`src/rtl/alu_sequencer_if.sv`:
```
// Command/response bus of the ALU sequencer.
// Handshake: a transfer happens on a rising clk edge where valid and ready
// are both high. A source raising valid keeps its payload stable until that
// edge; ready may depend on state but never on the same-cycle valid.
interface alu_sequencer_if #(
    parameter int WIDTH = 64
);
    logic             cmd_valid;
    logic             cmd_ready;
    logic [3:0]       cmd_op;
    logic [WIDTH-1:0] cmd_a;
    logic [WIDTH-1:0] cmd_b;

    logic             rsp_valid;
    logic             rsp_ready;
    logic [WIDTH-1:0] rsp_data;
    logic             rsp_z;
    logic             rsp_err;

    // Requester side: issues commands, consumes responses.
    modport master (
        output cmd_valid, cmd_op, cmd_a, cmd_b, rsp_ready,
        input  cmd_ready, rsp_valid, rsp_data, rsp_z, rsp_err
    );

    // Sequencer side: accepts commands, produces responses.
    modport slave (
        input  cmd_valid, cmd_op, cmd_a, cmd_b, rsp_ready,
        output cmd_ready, rsp_valid, rsp_data, rsp_z, rsp_err
    );
endinterface

```
`src/rtl/alu_sequencer.sv`:
```
// ALU sequencer: takes one command at a time, drives the external
// combinational ALU, and returns the captured result. MUL (op 1000) is
// built from repeated ALU adds using shift-and-add over the multiplier bits.
module alu_sequencer #(
    parameter int WIDTH  = 64,
    parameter bit MUL_EN = 1'b1
) (
    input  logic             clk,
    input  logic             rst,
    alu_sequencer_if.slave   bus,
    output logic [WIDTH-1:0] alu_num1,
    output logic [WIDTH-1:0] alu_num2,
    output logic [3:0]       alu_op,
    input  logic [WIDTH-1:0] alu_out,
    input  logic             alu_z,
    output logic [1:0]       dbg_state
);

    localparam logic [3:0] OP_AND  = 4'b0000;
    localparam logic [3:0] OP_OR   = 4'b0001;
    localparam logic [3:0] OP_ADD  = 4'b0010;
    localparam logic [3:0] OP_SUB  = 4'b0110;
    localparam logic [3:0] OP_PASS = 4'b0111;
    localparam logic [3:0] OP_NOR  = 4'b1100;
    localparam logic [3:0] OP_MUL  = 4'b1000;

    // Iteration counter must reach WIDTH-1.
    localparam int CW = $clog2(WIDTH) + 1;

    typedef enum logic [1:0] {
        IDLE = 2'd0,
        EXEC = 2'd1,
        MUL  = 2'd2,
        RESP = 2'd3
    } state_t;

    state_t state;
    state_t next_state;

    // Latched command
    logic [3:0]       op_q;
    logic [WIDTH-1:0] a_q;
    logic [WIDTH-1:0] b_q;

    // Shift-add multiplier state
    logic [WIDTH-1:0] acc;
    logic [WIDTH-1:0] mcand;
    logic [WIDTH-1:0] mplier;
    logic [CW-1:0]    iter_cnt;

    // Held response
    logic [WIDTH-1:0] rsp_data_q;
    logic             rsp_z_q;
    logic             rsp_err_q;

    // Control strobes from the FSM
    logic accept;
    logic cmd_is_single;
    logic cmd_is_mul;
    logic mul_done;

    // Classify the incoming command op as a plain ALU op, a MUL, or illegal.
    always_comb begin
        cmd_is_single = 1'b0;
        cmd_is_mul    = 1'b0;
        case (bus.cmd_op)
            OP_AND, OP_OR, OP_ADD, OP_SUB, OP_PASS, OP_NOR: cmd_is_single = 1'b1;
            OP_MUL:  cmd_is_mul = MUL_EN;
            default: cmd_is_single = 1'b0;
        endcase
    end

    // MUL finishes once no set multiplier bits remain after this step,
    // or after the WIDTH-th iteration.
    always_comb begin
        mul_done = ((mplier >> 1) == '0) || (iter_cnt == CW'(WIDTH - 1));
    end

    // FSM state register.
    always_ff @(posedge clk) begin
        if (rst) begin
            state <= IDLE;
        end else begin
            state <= next_state;
        end
    end

    // Next-state logic plus handshake and ALU drive; ALU idles at PASS-B of zeros.
    always_comb begin
        next_state    = state;
        accept        = 1'b0;
        bus.cmd_ready = 1'b0;
        bus.rsp_valid = 1'b0;
        alu_num1      = '0;
        alu_num2      = '0;
        alu_op        = OP_PASS;
        case (state)
            IDLE: begin
                bus.cmd_ready = ~rst;
                if (bus.cmd_valid && !rst) begin
                    accept = 1'b1;
                    if (cmd_is_single) begin
                        next_state = EXEC;
                    end else if (cmd_is_mul) begin
                        next_state = MUL;
                    end else begin
                        next_state = RESP;
                    end
                end
            end
            EXEC: begin
                alu_num1   = a_q;
                alu_num2   = b_q;
                alu_op     = op_q;
                next_state = RESP;
            end
            MUL: begin
                alu_num1 = acc;
                alu_num2 = mplier[0] ? mcand : '0;
                alu_op   = OP_ADD;
                if (mul_done) begin
                    next_state = RESP;
                end
            end
            RESP: begin
                bus.rsp_valid = 1'b1;
                if (bus.rsp_ready) begin
                    next_state = IDLE;
                end
            end
            default: next_state = IDLE;
        endcase
    end

    // Datapath: latch commands, step the multiplier, capture results.
    always_ff @(posedge clk) begin
        if (rst) begin
            op_q       <= OP_PASS;
            a_q        <= '0;
            b_q        <= '0;
            acc        <= '0;
            mcand      <= '0;
            mplier     <= '0;
            iter_cnt   <= '0;
            rsp_data_q <= '0;
            rsp_z_q    <= 1'b0;
            rsp_err_q  <= 1'b0;
        end else begin
            case (state)
                IDLE: begin
                    if (accept) begin
                        op_q     <= bus.cmd_op;
                        a_q      <= bus.cmd_a;
                        b_q      <= bus.cmd_b;
                        acc      <= '0;
                        mcand    <= bus.cmd_a;
                        mplier   <= bus.cmd_b;
                        iter_cnt <= '0;
                        if (!cmd_is_single && !cmd_is_mul) begin
                            // Illegal op: answer immediately, ALU untouched.
                            rsp_err_q  <= 1'b1;
                            rsp_data_q <= '0;
                            rsp_z_q    <= 1'b1;
                        end else begin
                            rsp_err_q <= 1'b0;
                        end
                    end
                end
                EXEC: begin
                    rsp_data_q <= alu_out;
                    rsp_z_q    <= alu_z;
                end
                MUL: begin
                    acc      <= alu_out;
                    mcand    <= mcand << 1;
                    mplier   <= mplier >> 1;
                    iter_cnt <= iter_cnt + 1'b1;
                    if (mul_done) begin
                        // Zero flag computed here; alu_z refers to the add, not the product.
                        rsp_data_q <= alu_out;
                        rsp_z_q    <= (alu_out == '0);
                    end
                end
                default: begin
                    rsp_data_q <= rsp_data_q;
                end
            endcase
        end
    end

    // Response payload comes straight from the held registers.
    always_comb begin
        bus.rsp_data = rsp_data_q;
        bus.rsp_z    = rsp_z_q;
        bus.rsp_err  = rsp_err_q;
        dbg_state    = state;
    end

endmodule
```
`src/flat_wrapper.sv`:
```
// flat-port wrapper written by rule: the top's interface ports become plain ports
module alu_sequencer_flat 
#(
    parameter int WIDTH  = 64,
    parameter bit MUL_EN = 1'b1
)
  (clk, rst, alu_num1, alu_num2, alu_op, alu_out, alu_z, dbg_state, bus_cmd_valid, bus_cmd_op, bus_cmd_a, bus_cmd_b, bus_rsp_ready, bus_cmd_ready, bus_rsp_valid, bus_rsp_data, bus_rsp_z, bus_rsp_err);
  alu_sequencer_if #(.WIDTH(WIDTH)) bus_i ();
  input  logic clk;
  input  logic rst;
  output logic [WIDTH-1:0] alu_num1;
  output logic [WIDTH-1:0] alu_num2;
  output logic [3:0] alu_op;
  input  logic [WIDTH-1:0] alu_out;
  input  logic alu_z;
  output logic [1:0] dbg_state;
  input wire logic [$bits(bus_i.cmd_valid)-1:0] bus_cmd_valid;
  input wire logic [$bits(bus_i.cmd_op)-1:0] bus_cmd_op;
  input wire logic [$bits(bus_i.cmd_a)-1:0] bus_cmd_a;
  input wire logic [$bits(bus_i.cmd_b)-1:0] bus_cmd_b;
  input wire logic [$bits(bus_i.rsp_ready)-1:0] bus_rsp_ready;
  output wire logic [$bits(bus_i.cmd_ready)-1:0] bus_cmd_ready;
  output wire logic [$bits(bus_i.rsp_valid)-1:0] bus_rsp_valid;
  output wire logic [$bits(bus_i.rsp_data)-1:0] bus_rsp_data;
  output wire logic [$bits(bus_i.rsp_z)-1:0] bus_rsp_z;
  output wire logic [$bits(bus_i.rsp_err)-1:0] bus_rsp_err;
  assign bus_i.cmd_valid = bus_cmd_valid;
  assign bus_i.cmd_op = bus_cmd_op;
  assign bus_i.cmd_a = bus_cmd_a;
  assign bus_i.cmd_b = bus_cmd_b;
  assign bus_i.rsp_ready = bus_rsp_ready;
  assign bus_cmd_ready = bus_i.cmd_ready;
  assign bus_rsp_valid = bus_i.rsp_valid;
  assign bus_rsp_data = bus_i.rsp_data;
  assign bus_rsp_z = bus_i.rsp_z;
  assign bus_rsp_err = bus_i.rsp_err;
  alu_sequencer #(.WIDTH(WIDTH), .MUL_EN(MUL_EN)) u_core (.clk(clk), .rst(rst), .bus(bus_i), .alu_num1(alu_num1), .alu_num2(alu_num2), .alu_op(alu_op), .alu_out(alu_out), .alu_z(alu_z), .dbg_state(dbg_state));
endmodule
```
`config.mk`:
```
export PLATFORM = sky130hd
export DESIGN_NAME = alu_sequencer_flat
export DESIGN_NICKNAME = d
export VERILOG_FILES = /design/src/rtl/alu_sequencer_if.sv /design/src/rtl/alu_sequencer.sv /design/src/flat_wrapper.sv
export SDC_FILE = /design/constraint.sdc
export NUM_CORES = 1
export LEC_CHECK = 0
export BUFFER_PORTS_ARGS = -buffer_cell sky130_fd_sc_hd__clkbuf_2
export CORE_AREA = 4 4 248 153
export DETAILED_ROUTE_END_ITERATION = 10
export DIE_AREA = 0 0 252 157
export HOLD_SLACK_MARGIN = 0.1
export PLACE_DENSITY = 0.73
export SKIP_CTS_REPAIR_TIMING = 1
export SYNTH_ARGS = -nofsm -noshare
export SYNTH_HDL_FRONTEND = slang
export SYNTH_SLANG_ARGS = --single-unit
export TNS_END_PERCENT = 10
```
`constraint.sdc`:
```
create_clock -name clk -period 6.3 [get_ports clk]
set_clock_uncertainty 0.05 [all_clocks]
set_input_delay 0.945 -clock clk [delete_from_list [all_inputs] [get_ports clk]]
set_output_delay 0.945 -clock clk [all_outputs]
set_load 0.05 [all_outputs]
```
== Word level (Yosys, flattened, before mapping) ==
Cells that the tools add are included.
Operators by class
  add/subtract/negate cells: 1
  equal/unequal tests: 15
  mux-type cells: 33
  bitwise gates (word level): 1
  reduce and logical (&&, ||, !) cells: 17
Operators with widths (count)
  one-hot mux 64 bit (2 select lines): 5
  2-to-1 mux 64 bit: 7
  one-hot mux 64 bit (3 select lines): 1
  zero test 64 bit: 2
  one-hot mux 7 bit (2 select lines): 1
  2-to-1 mux 1 bit: 11
  equality test 4 x 3 -> 1 bit (second input constant): 2
  equality test 4 bit (second input constant): 2
  2-to-1 mux 2 bit: 4
  != test 2 x 1 -> 1 bit (second input constant): 4
  one-hot mux 2 bit (4 select lines): 1
  one-hot mux 4 bit (2 select lines): 1
  adder 7 x 1 -> 7 bit (second input constant): 1
  equality test 7 x 6 -> 1 bit (second input constant): 1
  2-to-1 mux 7 bit: 1
  OR reduction 6 bit: 1
  equality test 2 bit (second input constant): 2
  equality test 4 x 1 -> 1 bit (second input constant): 1
  equality test 4 x 2 -> 1 bit (second input constant): 1
  zero test 4 bit: 1
  AND reduction 2 bit: 2
  AND reduction 4 bit: 1
  zero test 1 bit: 3
  one-hot mux 1 bit (3 select lines): 1
  other kinds (9): 10
Word-level totals
  register bits after elaboration: 399
  output and inout port bits: 202

== Depth between registers and ports, before layout ==
Gate-level depths: netlist of run 1.
  depth after elaboration: 8
  gate-level depth with buffers: 9
  gate-level depth less buffers: 7

== Least setup slack after synthesis of run 1 ==
OpenSTA, ideal clock, no wires.
  path type: reg2out
  start: reg u_core.state[1] (netlist: u_core.dbg_state[1])
  end: out alu_num2[11]
  arrival: 2667 ps
  data required time: 5305 ps
  path slack: 2638 ps
  stages on the path, launching flop included: 8
  cells stage by stage: dfxtp_1 > ha_1 > clkbuf_1 > and2_1 > clkbuf_1 > buf_1 > a22oi_1 > nor2b_1
On the way
  longest elaborated chain between the ends: 2
RTL lines
  start: declaration: line alu_sequencer.sv:37  | state_t state;
  start signal: assignment: line alu_sequencer.sv:84  | state <= next_state;
  equality test 2 bit or equality test 2 x 1 -> 1 bit (tied branches): line alu_sequencer.sv:97  | case (state)
  one-hot mux 64 bit (2 select lines) (*): line alu_sequencer.sv:97
  end: declaration: line flat_wrapper.sv:12  | output logic [WIDTH-1:0] alu_num2;
Every way passes the cells marked *; elsewhere a longest branch is shown, timed or not.

== Worst setup path in the final report of run 1 ==
  start: reg u_core.state[0] (netlist: u_core.dbg_state[0])
  end: out alu_num2[28]
The elaborated chain is that of the path after synthesis.

==> results of run 1 <==
[layout by cell type (no fill, tap or decap), drive strengths merged, types with 10 or more instances in the layout]
cell type  count
a21oi         12
mux2i        192
clkbuf       454
nor2         206
nor4          30
nand3        194
dfxtp        399
a22oi        195
nor2b        131
nand2        331
buf           15
a211oi       126
inv           10
[report_power, final]
group	internal, mW	leakage, nW	switching, mW	total (mW)
registers	3.03	3.27	0.380	3.41
clock network	1.37	0.626	1.00	2.37
logic	1.15	4.58	2.23	3.38
total	5.56	8.48	3.61	9.17
[cell type report]
class | count | area, µm²
Timing Repair Buffer | 416 | 2160
Multi-Input combinational cell | 1473 | 8910
Tap cell | 476 | 596
Antenna cell | 1 | 2.50
Inverter | 9 | 41.3
Clock inverter | 13 | 151
Fill cell | 3265 | 14800
Sequential cell | 399 | 7990
Clock buffer | 53 | 1120
[logic make-up (layout without fill, tap and decap cells)]
family | after synthesis | after routing | share of synthesized area
compound gates | 352 | 352 | 0.148
buf+inv | 206 | 491 | 0.0455
other cells | 0 | 1 | 0
mux | 193 | 193 | 0.110
xor+xnor | 5 | 5 | 0.00249
simple gates | 917 | 917 | 0.237
flops | 399 | 399 | 0.453
fa+ha+maj | 6 | 6 | 0.00426
[worst reg2reg max path, delay by kind of cell, from the launching register on]
kind | cells | cell delay, ns
AO/OA/AOI/OAI | 1 | 0.25
adder cells (fa/ha/maj) | 1 | 0.85
buffers and inverters | 3 | 1.47
flip-flops | 1 | 0.39
AND/OR/NAND/NOR | 3 | 1.16
[layer usage]
metal,share of wire,vias up,GRT usage
met4,0.027,6,0.0811
met1,0.43,7838,0.369
li1,-,7843,-
met5,0.00072,-,0
met3,0.078,104,0.0565
met2,0.46,604,0.450
[through the flow]
step	instances	utilization	instance area (µm²)	hold WS, ns	setup WS [ns]
after floorplan	2078	-	17600	0.384	2.64
after global placement	2773	0.550	19700	0.392	2.26
after detailed placement	2773	0.550	19700	0.395	2.11
after CTS	2839	0.586	21000	0.405	1.63
after global routing	2839	0.586	21000	0.420	1.37
final	2840	0.586	21000	0.406	1.61
[worst min path at each step]
stage              startpoint  slack [ns]             end  cells after the start
2_1_floorplan  u_core.a_q[10]        0.38  u_core.a_q[10]                      2
3_3_place_gp   u_core.b_q[42]        0.39  u_core.b_q[42]                      2
3_5_place_dp   u_core.b_q[24]        0.40  u_core.b_q[24]                      2
4_1_cts        u_core.b_q[43]        0.41  u_core.b_q[43]                      2
5_1_grt        u_core.b_q[63]        0.42  u_core.b_q[63]                      2
6_report        u_core.b_q[4]        0.41   u_core.b_q[4]                      2
[state kept, by name (all words and copies together), names as in the netlist]
name and cells:
u_core.acc 64, u_core.bus.rsp_data 64, u_core.bus.rsp_err 1, u_core.b_q 64
u_core.iter_cnt 7, u_core.op_q 4, u_core.bus.rsp_z 1, u_core.mplier 64
u_core.mcand 64, u_core.dbg_state 2, u_core.a_q 64
==> summary.md, run 1 <==
| Metric | Value |
|---|---|
| Clock slew at reported path FFs | 0.06 ns |
| Critical Path Slowest Stage Cell | ha_4 |
| Via density | 5.77 |
| Routed WL | 57200 µm |
| Initial Utilization | 0.492 |
| Die span in y | 157 µm |
| Critical Path Fanout Max | 68 |
| Area of the die | 39600 µm² |
| Slew Limit Fails | 0 |
| Area contributors post-synth | dfxtp_1 (45%), mux2i_1 (11%), a22oi_1 (8.3%) |
| CP Buf/Inv Count | 3 |
| Number of buffers added on ports | 402 |
| Worst r2r src | u_core.dbg_state[0] |
| Delay-heaviest family, CP | buffers and inverters |
| Flops & latches, synth | 399 |
| Worst vdd ir | 0.000362 V |
| Clock latency on the worst-skew pair | 0.54 ns |
| CP Class | flip-flop to output pin |
| Number of synthesized flops with an enable pin | 0 |
| Post-synth top area share | 0.453 |
| Final Hold Viols | 0 |
| Synth-to-Final Area Change | 19.0% |
| Final setup vio count | 0 |
| Startpoint Class | flip-flop |
| Syn Inst Count | 2078 |
| Reg2reg end | u_core.mcand[52] |
| Slew headroom | 0.227 |
| Fin nets | 2545 |
| Design Power | 9.17 mW |
| Die width | 252 µm |
| Post-Syn Area per Cell | 8.48 µm² |
| Crit-path max cell delay | 0.85 ns |
| Flop2flop setup slack | 2.02 ns |
| Worst setup path endpoint | alu_num2[28] |
| Final ANT Viol Nets | 0 |
| Clock Sinks | 399 |
| Hold crit path type | flip-flop to flip-flop |
| Pin count of the biggest net entering global routing | 203 |
| Fmax | 213 MHz |
| Max-cap viol count | 0 |
| Most used flip-flop cell after synthesis | dfxtp_1 |
| Drt pass-1 iters | 6 |
| Synth Net Count | 2285 |
| Initial drt markers | 1556 |
| Pwr Density | 437 nW/µm² |
| Detailed Place HPWL | 38800 µm |
| Final setup TNS | 0 ns |
| Arrival @ worst endpoint | 3.69 ns |
| Core Region | 35800 µm² |
| Async SR Flop Fraction | 0 |
| Synth top cells by count | dfxtp_1 (399), nand2_1 (331), nor2_1 (206) |
| H-tree depth | 2 |
| Crit-path cells | inv_1 -> ha_4 -> and2_2 -> buf_4 -> a22oi_1 -> nor2b_1 -> clkbuf_2 |
| Synth cell types | 43 |
| WP depth | 7 |
| Outcome | finished clean |
| Grt ovf | 0 |
| Critical path origin | u_core.dbg_state[0] |
| Wire per inst | 20.1 µm |
| # rows | 54 |
| Via count | 16400 |
| Period minus WS final | 4.69 ns |
| Clock Tree Root | clkbuf_16 |
| Layout cells sized above 1 | 0.207 |
| Worst Path Required | 5.30 ns |
| Most frequent cell after synthesis | dfxtp_1 |
| First-pass GRT wire length | 87600 µm |
| IO Count | 403 |
| CTS buffer count | 39 |
| Sequential area share after synthesis | 0.453 |
| Fin crit share | 0.744 |
| Worst-Margin Slew | 1.16 ns |
| Standby leakage power | 8.48 nW |
| CP Capture Type | output pin |
| DRC | 0 |
| Number of global-route vias before repair | 15600 |
| Cell Area, Synth | 17600 µm² |
| Yosys warns | 0 |
| Max Buffers Root-to-Sink | 3 |
| All-layer global routing usage | 0.274 |
| CTS tree | done |
| Initial antenna violation count | 5 |
| Placer congestion estimate | 0.904 |
| RSZ-0062 raised after global routing | no |
| Cell taking the most area after synthesis | dfxtp_1 |
| R2R depth | 8 |
Note: power is estimated with default switching activity, not from simulation.
==> inputs of run 2 (changes only) <==
Settings changed: CORE_AREA 4 4 248 153 to 4 4 250 154, DIE_AREA 0 0 252 157 to 0 0 254 158, PLACE_DENSITY 0.73 to 0.75.
Clock period 6.3 ns to 4.2 ns, I/O delays scaled along.
==> run 2 against run 1 <==
  * First-iteration DRC count is 0.39% higher
  * Design area grew 0.91%
  * Non-clock buffer count is 11 higher
  * Sequential share of layout area decreased by 0.34 points
  * Die area increased by 1.4%
  * Routed wire length increased by 2.7%
  * Clock power increased by 53%
  * Count of clock-buffer cells in the layout up 6
  * Largest cell class unchanged
  * Largest power group is now combinational cells
==> summary.md, run 2 (same netlist as run 1, synthesis figures left out) <==
| Metric | Value |
|---|---|
| Slew Limit Fails | 0 |
| Layout cells sized above 1 | 0.210 |
| Hold crit path type | input pin to flip-flop |
| RSZ-0062 raised after global routing | no |
| Clock slew at reported path FFs | 0.06 ns |
| # rows | 54 |
| Via density | 5.87 |
| DRC | 0 |
| Die span in y | 158 µm |
| Crit-path max cell delay | 0.72 ns |
| Max-cap viol count | 0 |
| Pre-CTS worst setup slack | 1.09 ns |
| Multi-input gate area | 8910 µm² |
| Worst Path Required | 3.52 ns |
| Slew headroom | 0.231 |
| Wire per inst | 20.6 µm |
| Routed WL | 58700 µm |
| Detailed Place HPWL | 40900 µm |
| Commonest non-fill, non-tap cell in the layout | clkbuf_2 |
| Initial Utilization | 0.488 |
| Critical Path Fanout Max | 65 |
| Core Region | 36100 µm² |
| Crit-path cells | inv_1 -> ha_4 -> buf_4 -> and3_1 -> clkbuf_2 |
| Period minus WS final | 3.63 ns |
| Clock share of power | 0.260 |
| Worst setup margin | 0.570 ns |
| Switching share of power | 0.391 |
| R2R depth | 5 |
| Grt ovf | 0 |
| Synth-to-Final Area Change | 20.1% |
| Flop2flop setup slack | 1.07 ns |
| Clock latency on the worst-skew pair | 0.53 ns |
| Worst-Margin Slew | 1.14 ns |
| Most frequent cells in the layout | clkbuf_2 (401), dfxtp_1 (399), nand2_1 (330) |
| Final setup TNS | 0 ns |
| Die width | 254 µm |
| Via count | 16800 |
| First-pass GRT wire length | 89500 µm |
| CP Class | flip-flop to output pin |
| Fin crit share | 0.864 |
| Initial antenna violation count | 6 |
| Register area | 7990 µm² |
| Net Switching | 5.45 mW |
| CTS buffer count | 38 |
| Startpoint Class | flip-flop |
| Initial drt markers | 1562 |
| Pin count of the biggest net entering global routing | 174 |
| Arrival @ worst endpoint | 2.95 ns |
| Placer congestion estimate | 0.924 |
| Combinational Power Share | 0.371 |
| Fmax | 276 MHz |
| Seq pwr share | 0.368 |
| Clock Sinks | 399 |
| Drt pass-1 iters | 6 |
| IO Count | 403 |
| Critical Path Slowest Stage Cell | ha_4 |
| Final setup vio count | 0 |
| Final Util | 0.586 |
| Cell internal pwr | 8.48 mW |
| Final Hold Viols | 0 |
| CTS tree | done |
| Number of buffers added on ports | 402 |
| Worst vdd ir | 0.000434 V |
| Number of global-route vias before repair | 15900 |
| CP Capture Type | output pin |
| WP depth | 5 |
| Clock Tree Root | clkbuf_16 |
| Max Buffers Root-to-Sink | 3 |
| H-tree depth | 2 |
| Final ANT Viol Nets | 0 |
| Standby leakage power | 8.57 nW |
| Filler cells | 3258 |
| Worst hold path stage count | 3 |
| All-layer global routing usage | 0.279 |
| CP Buf/Inv Count | 3 |
| Hold Slack | 0.259 ns |
| Pwr Density | 658 nW/µm² |
| Fin nets | 2555 |
| Area of the die | 40100 µm² |
| Delay-heaviest family, CP | buffers and inverters |
| Outcome | finished clean |
## run 2: cell types whose count changed in the layout (fill, tap and decap cells not counted)
cell | previous run | this run
clkinvlp_4 | 2 | 0
buf_4 | 11 | 16
bufinv_16 | 3 | 4
buf_12 | 3 | 9
clkbuf_8 | 5 | 10
clkbuf_16 | 41 | 39
diode_2 | 1 | 2
clkbuf_1 | 7 | 10
clkinv_2 | 7 | 3
inv_8 | 2 | 1
inv_6 | 0 | 2
## run 2: worst paths after layout
path | to | from
min reg2reg | u_core.b_q[31] | u_core.b_q[31]
max | alu_op[3] | u_core.dbg_state[0]
max reg2reg | u_core.dbg_state[1] | u_core.mplier[25]
min | u_core.a_q[16] | bus_cmd_a[16]
## run 2: power groups by stage
stage	Clock [mW]	Sequential [mW]	Combinational, mW
after global placement	0	5.17	5.03
after floorplan	0	5.42	3.47
after detailed placement	0	5.19	5.15
final	3.63	5.13	5.17
after CTS	3.69	5.12	5.17
after global routing	3.84	5.20	5.58
## run 2: routing by layer
| metal | vias to the layer above | track usage | share of wire | wire length (µm) |
|---|---|---|---|---|
| met2 | 741 | 0.468 | 0.47 | 27500 |
| met1 | 8039 | 0.366 | 0.41 | 24300 |
| met4 | 8 | 0.0869 | 0.033 | 1930 |
| met5 | - | 0 | 0.00095 | 56 |
| met3 | 127 | 0.0540 | 0.085 | 4970 |
| li1 | 7837 | - | - | - |
## run 2: worst reg2reg max path, stage by stage, from the launching register on
cell      delay, ns
dfxtp_1        0.34
nor4_1         0.81
nand4_1        0.30
or4_4          0.63
a222oi_1       0.48
mux2_2         0.39
## run 2: layout make-up
type | instances | share of cell area
repair buffers | 427 | 0.110
clock inverters | 9 | 0.00721
multi-input cells | 1473 | 0.421
flip-flops and latches | 399 | 0.377
well taps | 476 | 0.0281
clock buffers | 59 | 0.0544
inverters | 9 | 0.00195
diodes | 2 | 0.000237
## run 2: stage by stage
stage | instance area, µm² | instances | power [mW]
2_1_floorplan | 17600 | 2078 | 8.89
4_1_cts | 21200 | 2852 | 14.0
3_3_place_gp | 19900 | 2784 | 10.2
3_5_place_dp | 19900 | 2784 | 10.3
5_1_grt | 21200 | 2854 | 14.6
6_report | 21200 | 2854 | 13.9
==> inputs of run 3 (changes only) <==
Settings changed: ABC_AREA set to 1, CORE_AREA 4 4 250 154 to 4 4 255 157, DIE_AREA 0 0 254 158 to 0 0 259 161, PLACE_DENSITY 0.75 to 0.74, SLEW_MARGIN set to 0.
==> run 3 against run 2 <==
  * Register-to-register slack better by 0.23 ns
  * Non-clock buffer count is 5 lower
  * Total power grew 8.8%
  * Routed wire length increased by 2.6%
  * Design area increased by 2.1%
  * Combinational power up 16%
  * Cell count is 24% higher
==> summary.md, run 3 <==
| Metric | Value |
|---|---|
| Cell internal pwr | 8.43 mW |
| Commonest non-fill, non-tap cell in the layout | nand2_1 |
| Synth-to-Final Area Change | 18.1% |
| Fmax | 283 MHz |
| Fin area | 21600 µm² |
| Final Util | 0.576 |
| Number of global-route vias before repair | 17800 |
| Pwr Density | 702 nW/µm² |
| Switching share of power | 0.444 |
| # rows | 55 |
| Number of buffers added on ports | 402 |
| Pin count of the biggest net entering global routing | 258 |
| Worst Path Required | 3.52 ns |
| Most frequent cell after synthesis | nand2_1 |
| Cell Area, Synth | 18300 µm² |
| Hold Slack | 0.257 ns |
| Worst-Margin Slew | 1.22 ns |
| Cells after DPL | 3472 |
| Worst r2r src | u_core.dbg_state[0] |
| IO Count | 403 |
| CP Class | flip-flop to output pin |
| Flops & latches, synth | 399 |
| Clock slew at reported path FFs | 0.06 ns |
| Drt pass-1 iters | 6 |
| Most used flip-flop cell after synthesis | dfxtp_1 |
| Syn Inst Count | 2765 |
| DRC | 0 |
| Final Hold Viols | 0 |
| Combinational Power Share | 0.397 |
| Post-synth top area share | 0.437 |
| Standby leakage power | 9.21 nW |
| Routed WL | 60300 µm |
| Final setup TNS | 0 ns |
| Net Switching | 6.73 mW |
| CTS buffer count | 40 |
| Slew Limit Fails | 0 |
| Final setup vio count | 0 |
| Via count | 19300 |
| HP Start | bus_cmd_a[14] |
| Clock Sinks | 399 |
| Reg2reg end | u_core.bus.rsp_data[14] |
| Layout cells sized above 1 | 0.172 |
| Synth cell types | 29 |
| Startpoint Class | flip-flop |
| CP Capture Type | output pin |
| Most frequent cells in the layout | nand2_1 (1082), clkbuf_2 (402), dfxtp_1 (398) |
| Area of the die | 41700 µm² |
| Initial Utilization | 0.488 |
| Die width | 259 µm |
| Number of synthesized flops with an enable pin | 0 |
| Hold crit path type | input pin to flip-flop |
| WHS Endpoint | u_core.a_q[14] |
| Fin nets | 3208 |
| Max Buffers Root-to-Sink | 3 |
| Via density | 5.43 |
| Synth Net Count | 2972 |
| Core Region | 37500 µm² |
| All-layer global routing usage | 0.276 |
| Cell taking the most area after synthesis | dfxtp_1 |
| H-tree depth | 2 |
| Sequential area share after synthesis | 0.437 |
| Flop2flop setup slack | 1.30 ns |
| Clock Tree Root | clkbuf_16 |
| Count of non-filler cells in the finished layout | 3548 |
| Wire per inst | 17.0 µm |
| Max-cap viol count | 0 |
| Fin crit share | 0.843 |
| Post-Syn Area per Cell | 6.61 µm² |
| Synth top cells by count | nand2_1 (1083), dfxtp_1 (399), a21oi_1 (207) |
| Initial antenna violation count | 5 |
| Die span in y | 161 µm |
| Detailed Place HPWL | 41100 µm |
| Arrival @ worst endpoint | 2.86 ns |
| Async SR Flop Fraction | 0 |
| Grt ovf | 0 |
| Clock latency on the worst-skew pair | 0.54 ns |
| Area contributors post-synth | dfxtp_1 (44%), nand2_1 (22%), a21oi_1 (5.7%) |
| Worst vdd ir | 0.000508 V |
| Worst hold path stage count | 3 |
| CTS tree | done |
| Placer congestion estimate | 0.886 |
| Final ANT Viol Nets | 0 |
| Initial drt markers | 2170 |
| RSZ-0062 raised after global routing | no |
| Yosys warns | 0 |
| R2R depth | 11 |
| Seq pwr share | 0.361 |
| Dpl cell area | 20300 µm² |
| Period minus WS final | 3.54 ns |
| Critical Path Fanout Max | 68 |
| Clock share of power | 0.242 |
| Slew headroom | 0.189 |
| Outcome | finished clean |
| First-pass GRT wire length | 95400 µm |
-- run 3: changes by cell type in the layout (fill, tap and decap cells not counted), sizes merged, moves of 24 or more --
cell    before   now
nor2b      131     0
nor4        30     6
nand4        7    68
nand2      331  1084
a21oi       12   207
o21ai        6   259
a31oi        2   126
nor2       206   136
mux2i      192     0
inv         11   156
nand3      194    78
a22oi      195     0
a211oi     126     0
-- run 3: logic make-up after synthesis --
kind of cell,share of synthesized area
flip-flops,0.437
AO/OA/AOI/OAI,0.173
buffers and inverters,0.0844
adder cells (fa/ha/maj),0.00410
AND/OR/NAND/NOR,0.301
-- run 3: area by class of cell --
cell class                      count  area [µm²]
Fill cell                        3627       15900
Multi-Input combinational cell   1985        8800
Sequential cell                   399        7990
Timing Repair Buffer              422        2240
Clock buffer                       60        1210
Tap cell                          513         642
Inverter                          153         587
Clock inverter                     13         129
Antenna cell                        3        7.51
-- run 3: critical path, stage by stage, from the launching register on --
cell	delay, ns
dfxtp_1	0.47
inv_1	0.15
ha_2	0.33
inv_4	0.49
buf_12	0.36
a21oi_1	0.13
clkbuf_2	0.26
-- run 3: metal layers --
layer / routed length [µm] / part of all wire / vias to the layer above / GRT usage
met5: 40 / 0.00066 / - / 0
met4: 1790 / 0.030 / 6 / 0.0809
met3: 4440 / 0.074 / 115 / 0.0426
met2: 28400 / 0.47 / 774 / 0.458
met1: 25600 / 0.43 / 8928 / 0.376
li1: - / - / 9457 / -
-- run 3: worst max path at each step --
stage                        startpoint            to  slack [ns]  depth (start not counted)
global placement    u_core.dbg_state[0]  alu_num1[55]        1.34                          6
CTS                 u_core.dbg_state[0]  alu_num1[55]        0.68                          6
floorplan           u_core.dbg_state[1]  alu_num1[10]        0.93                          6
global route        u_core.dbg_state[0]  alu_num1[46]        0.48                          6
detailed placement  u_core.dbg_state[0]  alu_num1[46]        1.28                          6
finish              u_core.dbg_state[0]  alu_num1[55]        0.66                          6
-- run 3: through the flow --
stage	power, mW	setup slack (ns)
after global routing	16.2	0.480
after detailed placement	11.5	1.28
after floorplan	9.97	0.931
final	15.2	0.661
after CTS	15.2	0.683
after global placement	11.3	1.34
-- run 3: power groups by stage --
| stage | combinational, mW | clock [mW] | sequential, mW |
|---|---|---|---|
| 2_1_floorplan | 4.00 | 0 | 5.97 |
| 3_3_place_gp | 5.84 | 0 | 5.50 |
| 4_1_cts | 5.99 | 3.72 | 5.46 |
| 6_report | 6.02 | 3.67 | 5.48 |
| 5_1_grt | 6.67 | 3.90 | 5.59 |
| 3_5_place_dp | 5.96 | 0 | 5.53 |
